`config.mk`:
```
export PLATFORM = sky130hd
export DESIGN_NAME = disp_scan4_flat
export DESIGN_NICKNAME = d
export VERILOG_FILES = /design/src/rtl/disp_scan4_if.sv /design/src/rtl/disp_scan4.sv /design/src/flat_wrapper.sv
export SDC_FILE = /design/constraint.sdc
export NUM_CORES = 1
export LEC_CHECK = 0
export ABC_CLOCK_PERIOD_IN_PS = 6020
export CORE_UTILIZATION = 25
export CTS_BUF_LIST = sky130_fd_sc_hd__clkbuf_16
export DETAILED_ROUTE_END_ITERATION = 7
export GPL_ROUTABILITY_DRIVEN = 0
export PLACE_DENSITY_LB_ADDON = 0.2
export SLEW_MARGIN = 40
export SYNTH_ARGS = -nofsm -noshare
export SYNTH_HDL_FRONTEND = slang
export SYNTH_SLANG_ARGS = --single-unit
```
`constraint.sdc`:
```
create_clock -name Clk -period 6.02 [get_ports Clk]
set_input_delay 1.505 -clock Clk [delete_from_list [all_inputs] [get_ports Clk]]
set_output_delay 1.505 -clock Clk [all_outputs]
set_load 0.02 [all_outputs]
```
`src/rtl/disp_scan4_if.sv`:
```
// Digit/segment bundle between the BCD counter chain and the 4-digit multiplexed display.
interface disp_scan4_if;
  logic [3:0] Q0;
  logic [3:0] Q1;
  logic [3:0] Q2;
  logic [3:0] Q3;
  logic       Blank_En;
  logic [3:0] Dp_In;
  logic [6:0] Seg;
  logic       Dp;
  logic [3:0] Dig;
  logic       Frame;

  modport master (
    output Q0, Q1, Q2, Q3, Blank_En, Dp_In,
    input  Seg, Dp, Dig, Frame
  );

  modport slave (
    input  Q0, Q1, Q2, Q3, Blank_En, Dp_In,
    output Seg, Dp, Dig, Frame
  );
endinterface

```
`src/rtl/disp_scan4.sv`:
```
// Four-digit multiplexed 7-segment scanner with frame-coherent snapshot and
// leading-zero blanking; all outputs registered and updated together on the slot tick.
module disp_scan4 #(
  parameter int unsigned DIV = 50000
) (
  input  logic        Clk,
  input  logic        Reset,
  disp_scan4_if.slave bus
);

  localparam int unsigned PW = (DIV > 1) ? $clog2(DIV) : 1;
  localparam logic [PW-1:0] LAST = PW'(DIV - 1);

  logic [PW-1:0] presc;
  logic          tick;
  logic [1:0]    idx;
  logic [1:0]    nidx;
  logic [3:0]    s1, s2, s3;
  logic [3:0]    digv;
  logic          blank;

  logic [6:0]    seg_r;
  logic          dp_r;
  logic [3:0]    dig_r;
  logic          frame_r;

  function automatic logic [6:0] seg7(input logic [3:0] v);
    case (v)
      4'd0:    seg7 = 7'h3F;
      4'd1:    seg7 = 7'h06;
      4'd2:    seg7 = 7'h5B;
      4'd3:    seg7 = 7'h4F;
      4'd4:    seg7 = 7'h66;
      4'd5:    seg7 = 7'h6D;
      4'd6:    seg7 = 7'h7D;
      4'd7:    seg7 = 7'h07;
      4'd8:    seg7 = 7'h7F;
      4'd9:    seg7 = 7'h6F;
      default: seg7 = 7'h40;
    endcase
  endfunction

  assign tick = (presc == LAST);
  assign nidx = idx + 2'd1;

  // Digit 0 is decoded from the live value at the capture edge, so only
  // digits 1..3 need to be held in the snapshot.
  always_comb begin
    digv  = '0;
    blank = 1'b0;
    case (nidx)
      2'd0: begin
        digv  = bus.Q0;
        blank = 1'b0;
      end
      2'd1: begin
        digv  = s1;
        blank = bus.Blank_En && (s3 == 4'd0) && (s2 == 4'd0) && (s1 == 4'd0);
      end
      2'd2: begin
        digv  = s2;
        blank = bus.Blank_En && (s3 == 4'd0) && (s2 == 4'd0);
      end
      default: begin
        digv  = s3;
        blank = bus.Blank_En && (s3 == 4'd0);
      end
    endcase
  end

  always_ff @(posedge Clk) begin
    if (Reset) begin
      presc   <= '0;
      idx     <= 2'd3;
      s1      <= '0;
      s2      <= '0;
      s3      <= '0;
      dig_r   <= '1;
      seg_r   <= '0;
      dp_r    <= 1'b0;
      frame_r <= 1'b0;
    end else begin
      presc <= tick ? '0 : presc + PW'(1);
      if (tick) begin
        idx     <= nidx;
        dig_r   <= ~(4'b0001 << nidx);
        seg_r   <= blank ? 7'h00 : seg7(digv);
        dp_r    <= bus.Dp_In[nidx];
        frame_r <= (nidx == 2'd0);
        if (nidx == 2'd0) begin
          s1 <= bus.Q1;
          s2 <= bus.Q2;
          s3 <= bus.Q3;
        end
      end else begin
        frame_r <= 1'b0;
      end
    end
  end

  assign bus.Seg   = seg_r;
  assign bus.Dp    = dp_r;
  assign bus.Dig   = dig_r;
  assign bus.Frame = frame_r;

endmodule

```
`src/flat_wrapper.sv`:
```
// flat-port wrapper written by rule: the top's interface ports become plain ports
module disp_scan4_flat 
#(
  parameter int unsigned DIV = 50000
)
  (Clk, Reset, bus_Q0, bus_Q1, bus_Q2, bus_Q3, bus_Blank_En, bus_Dp_In, bus_Seg, bus_Dp, bus_Dig, bus_Frame);
  disp_scan4_if bus_i ();
  input  logic Clk;
  input  logic Reset;
  input wire logic [$bits(bus_i.Q0)-1:0] bus_Q0;
  input wire logic [$bits(bus_i.Q1)-1:0] bus_Q1;
  input wire logic [$bits(bus_i.Q2)-1:0] bus_Q2;
  input wire logic [$bits(bus_i.Q3)-1:0] bus_Q3;
  input wire logic [$bits(bus_i.Blank_En)-1:0] bus_Blank_En;
  input wire logic [$bits(bus_i.Dp_In)-1:0] bus_Dp_In;
  output wire logic [$bits(bus_i.Seg)-1:0] bus_Seg;
  output wire logic [$bits(bus_i.Dp)-1:0] bus_Dp;
  output wire logic [$bits(bus_i.Dig)-1:0] bus_Dig;
  output wire logic [$bits(bus_i.Frame)-1:0] bus_Frame;
  assign bus_i.Q0 = bus_Q0;
  assign bus_i.Q1 = bus_Q1;
  assign bus_i.Q2 = bus_Q2;
  assign bus_i.Q3 = bus_Q3;
  assign bus_i.Blank_En = bus_Blank_En;
  assign bus_i.Dp_In = bus_Dp_In;
  assign bus_Seg = bus_i.Seg;
  assign bus_Dp = bus_i.Dp;
  assign bus_Dig = bus_i.Dig;
  assign bus_Frame = bus_i.Frame;
  disp_scan4 #(.DIV(DIV)) u_core (.Clk(Clk), .Reset(Reset), .bus(bus_i));
endmodule
```
==> results.md <==
* Fin. Hold Viols at 0
* Final ANT Viol Nets at 0
* Crit path to: u_core.presc[15]
* Synthesized cell area at roughly 2000 um^2
* Post-CTS setup buffers at 0
* Commonest cells in the netlist: dfxtp_1, nor2_1, mux2i_1
* Input/output buffers at 35
* Gr usage total at 0.112
* Setup-failing EPs final at 0
* Total grt overflow at 0
* Root buffer cell: clkbuf_16
* Largest net degree at the start of global routing at 17
* Via count at 1558
* Final-stage net count at between 200 and 300
* Worst-path clk slew at 0.07 ns
* Area Growth Syn to Fin at 29.3%
* Area of the multi-input gates at ~1000 um^2
* Hold Buf Count CTS at 0
* Drt total wl at between 4 and 5 mm
* I/O pins at 36
* Worst R2R Path Depth at 10
* Pint at roughly 0.00046 W
* Status: complete, no violations
* R2R Setup Slk at 3.66 ns
* HPWL after DPL at ~3.1 mm
* Achievable clock frequency at between 0.3 and 0.4 GHz
* P_leak at around 1.0 nW
* First-pass GRT wire length at 7.45 mm
* RSZ-0062 raised after global routing: false
* Post-Synthesis Cells at 210
* Setup_tns at 0 ns
* Worst vdd ir at 0.000101 V
* Share of the synthesized area in the top cell type at 0.433
* Crit path launch: Reset
* Crit path kind: in -> reg
* Comb pwr share at 0.057
* Worst path required time at 6.18 ns
* Syn nets at 243
* Row count at 32
* Setup crit end kind: flip-flop
* Synth warn at 0
* FFs w/ async S/R, synth at 0
* Tightest Pin Transition at about 0.62 ns
* Crit path max fanout at 16
* CTS tree: yes
* Sequential share of power at 0.486
* Clock skew at between 0.01 and 0.015 ns
* Die width at roughly 91 um
* Number of global-route vias before repair at roughly 1500
* Tot Pwr at around 0.0006 W
* Clock share of power at 0.457
* EDFF count, synth at 0
* Initial antenna violation count at 0
* Hold slack at 0.456 ns
* Num CTS Buffers at 5
* H-tree depth at 2
* Critical R2R Launch: u_core.idx[0]
* Drt pass-1 iters at 4
* Crit start category: input port
* Yosys reg bits at 43
* Top cells by area, synth: dfxtp_1, mux2i_1, ha_1
* Max-slew violations at 0
* Share of layout cells above drive strength 1 at 0.0813
* Synth area leader: dfxtp_1
* Post-route DRC at 0
* Seq/Total Area, Yosys at 0.433
* Count leader, synth: dfxtp_1
* Vias per cell at approximately 4.5
* Final Cycle Share at 0.540
* Initial core utilization at 0.257
* Num Clock Sinks at 43
* Avg Inst Size Synth at approximately 9.5 um^2
* Setup WS pre-CTS at 2.42 ns
* Ant diodes at 0
* Die Area at between 8000 and 9000 um^2
* Relative slew margins at 0.582
* Fill count at 780
* Skew-Pair Late Insertion Delay at between 0.2 and 0.3 ns
* Worst Hold Class: reg -> reg
* Wire per inst at between 10 and 15 um
* Main flop type after synthesis: dfxtp_1
* Die Ht at 91.2 um
* Core area at 7730 um^2
* Register Area at between 800 and 900 um^2
* Post-CTS sizing at 0
* Switch share at 0.222
* Clock buffer depth at 2
* NetSw at approximately 0.00013 W
* Cell count of the worst hold path at 2
* DRT iter0 DRCs at 65
* Max-cap viol count at 0
* Final WS setup at 2.77 ns
* Tmin final at around 3.3 ns
* Reg2reg end: u_core.bus.Seg[0]
* CP arrival at 3.41 ns
* Netlist cell types at 40
* Pwr dens at around 230 nW/um^2
==> placed cells by master (no fill, tap or decap), types with 3 or more instances in the layout <==
cell type	netlist	routed
a21oi_1	6	6
a222oi_1	4	4
a22o_1	5	5
and3_1	4	4
clkbuf_16	0	5
clkdlybuf4s50_1	0	35
dfxtp_1	43	43
ha_1	10	10
inv_1	11	11
mux2_2	3	3
mux2i_1	14	14
nand2_1	13	13
nand3_1	7	7
nand4_1	3	3
nor2_1	29	29
o211ai_1	4	4
o21ai_0	10	10
or3_1	4	4
xnor2_1	6	6
xor2_1	4	4
==> power groups by stage <==
| stage | sequential [W] | clock, W | combinational (W) |
|---|---|---|---|
| 4_1_cts | 0.000288 | 0.000281 | 0.0000340 |
| 5_1_grt | 0.000288 | 0.000293 | 0.0000375 |
| 2_1_floorplan | 0.000294 | 0 | 0.0000156 |
| 6_report | 0.000288 | 0.000270 | 0.0000338 |
| 3_5_place_dp | 0.000294 | 0 | 0.0000338 |
| 3_3_place_gp | 0.000294 | 0 | 0.0000339 |
==> how the worst min path moves through the flow <==
stage | endpoint | slack (ns) | startpoint
finish | u_core.bus.Seg[4] | 0.46 | u_core.bus.Seg[4]
global route | u_core.bus.Seg[4] | 0.49 | u_core.bus.Seg[4]
CTS | u_core.bus.Seg[4] | 0.46 | u_core.bus.Seg[4]
detailed placement | u_core.bus.Seg[4] | 0.45 | u_core.bus.Seg[4]
global placement | u_core.bus.Seg[4] | 0.45 | u_core.bus.Seg[4]
floorplan | u_core.presc[0] | 0.44 | u_core.presc[0]
==> per-stage QoR <==
stage	cell area [um^2]	instances	utilization
final	2570	348	0.333
after global routing	2570	348	0.333
after CTS	2570	348	0.333
after detailed placement	2420	340	0.313
after global placement	2420	340	0.313
after floorplan	1990	210	-
==> cell type report <==
type / count / area share
clock buffer: 5 / 0.0487
tap: 102 / 0.0497
inverter: 12 / 0.0175
clock inverter: 3 / 0.00925
multi-input combinational: 148 / 0.404
timing repair buffer: 35 / 0.136
sequential: 43 / 0.335
==> per-layer routing <==
metal | routed length [um] | vias up | part of all wire | track usage
met5 | 0 | - | 0 | 0
met3 | 175 | 4 | 0.040 | 0.0251
met4 | 44 | 0 | 0.010 | 0.0463
li1 | - | 808 | - | -
met2 | 1930 | 35 | 0.44 | 0.169
met1 | 2240 | 711 | 0.51 | 0.153
==> kinds of logic after synthesis <==
kind of cell | Yosys count | synth area share
simple gates | 75 | 0.193
flops | 43 | 0.433
compound gates | 35 | 0.123
buf+inv | 19 | 0.0453
mux | 18 | 0.0988
xor+xnor | 10 | 0.0441
fa+ha+maj | 10 | 0.0629
==> flip-flops by register name (all words and copies together), names as in the netlist <==
register	count
u_core.presc	16
u_core.bus.Seg	7
u_core.bus.Dig	4
u_core.s1	4
u_core.s2	4
u_core.s3	4
u_core.idx	2
u_core.bus.Dp	1
u_core.bus.Frame	1
==> critical path, stage by stage <==
cell and delay [ns]:
clkdlybuf4s50_1 0.87, clkinv_1 0.42, nand2_1 0.50, nor2_1 0.11
Note: power is estimated with default switching activity, not from simulation.
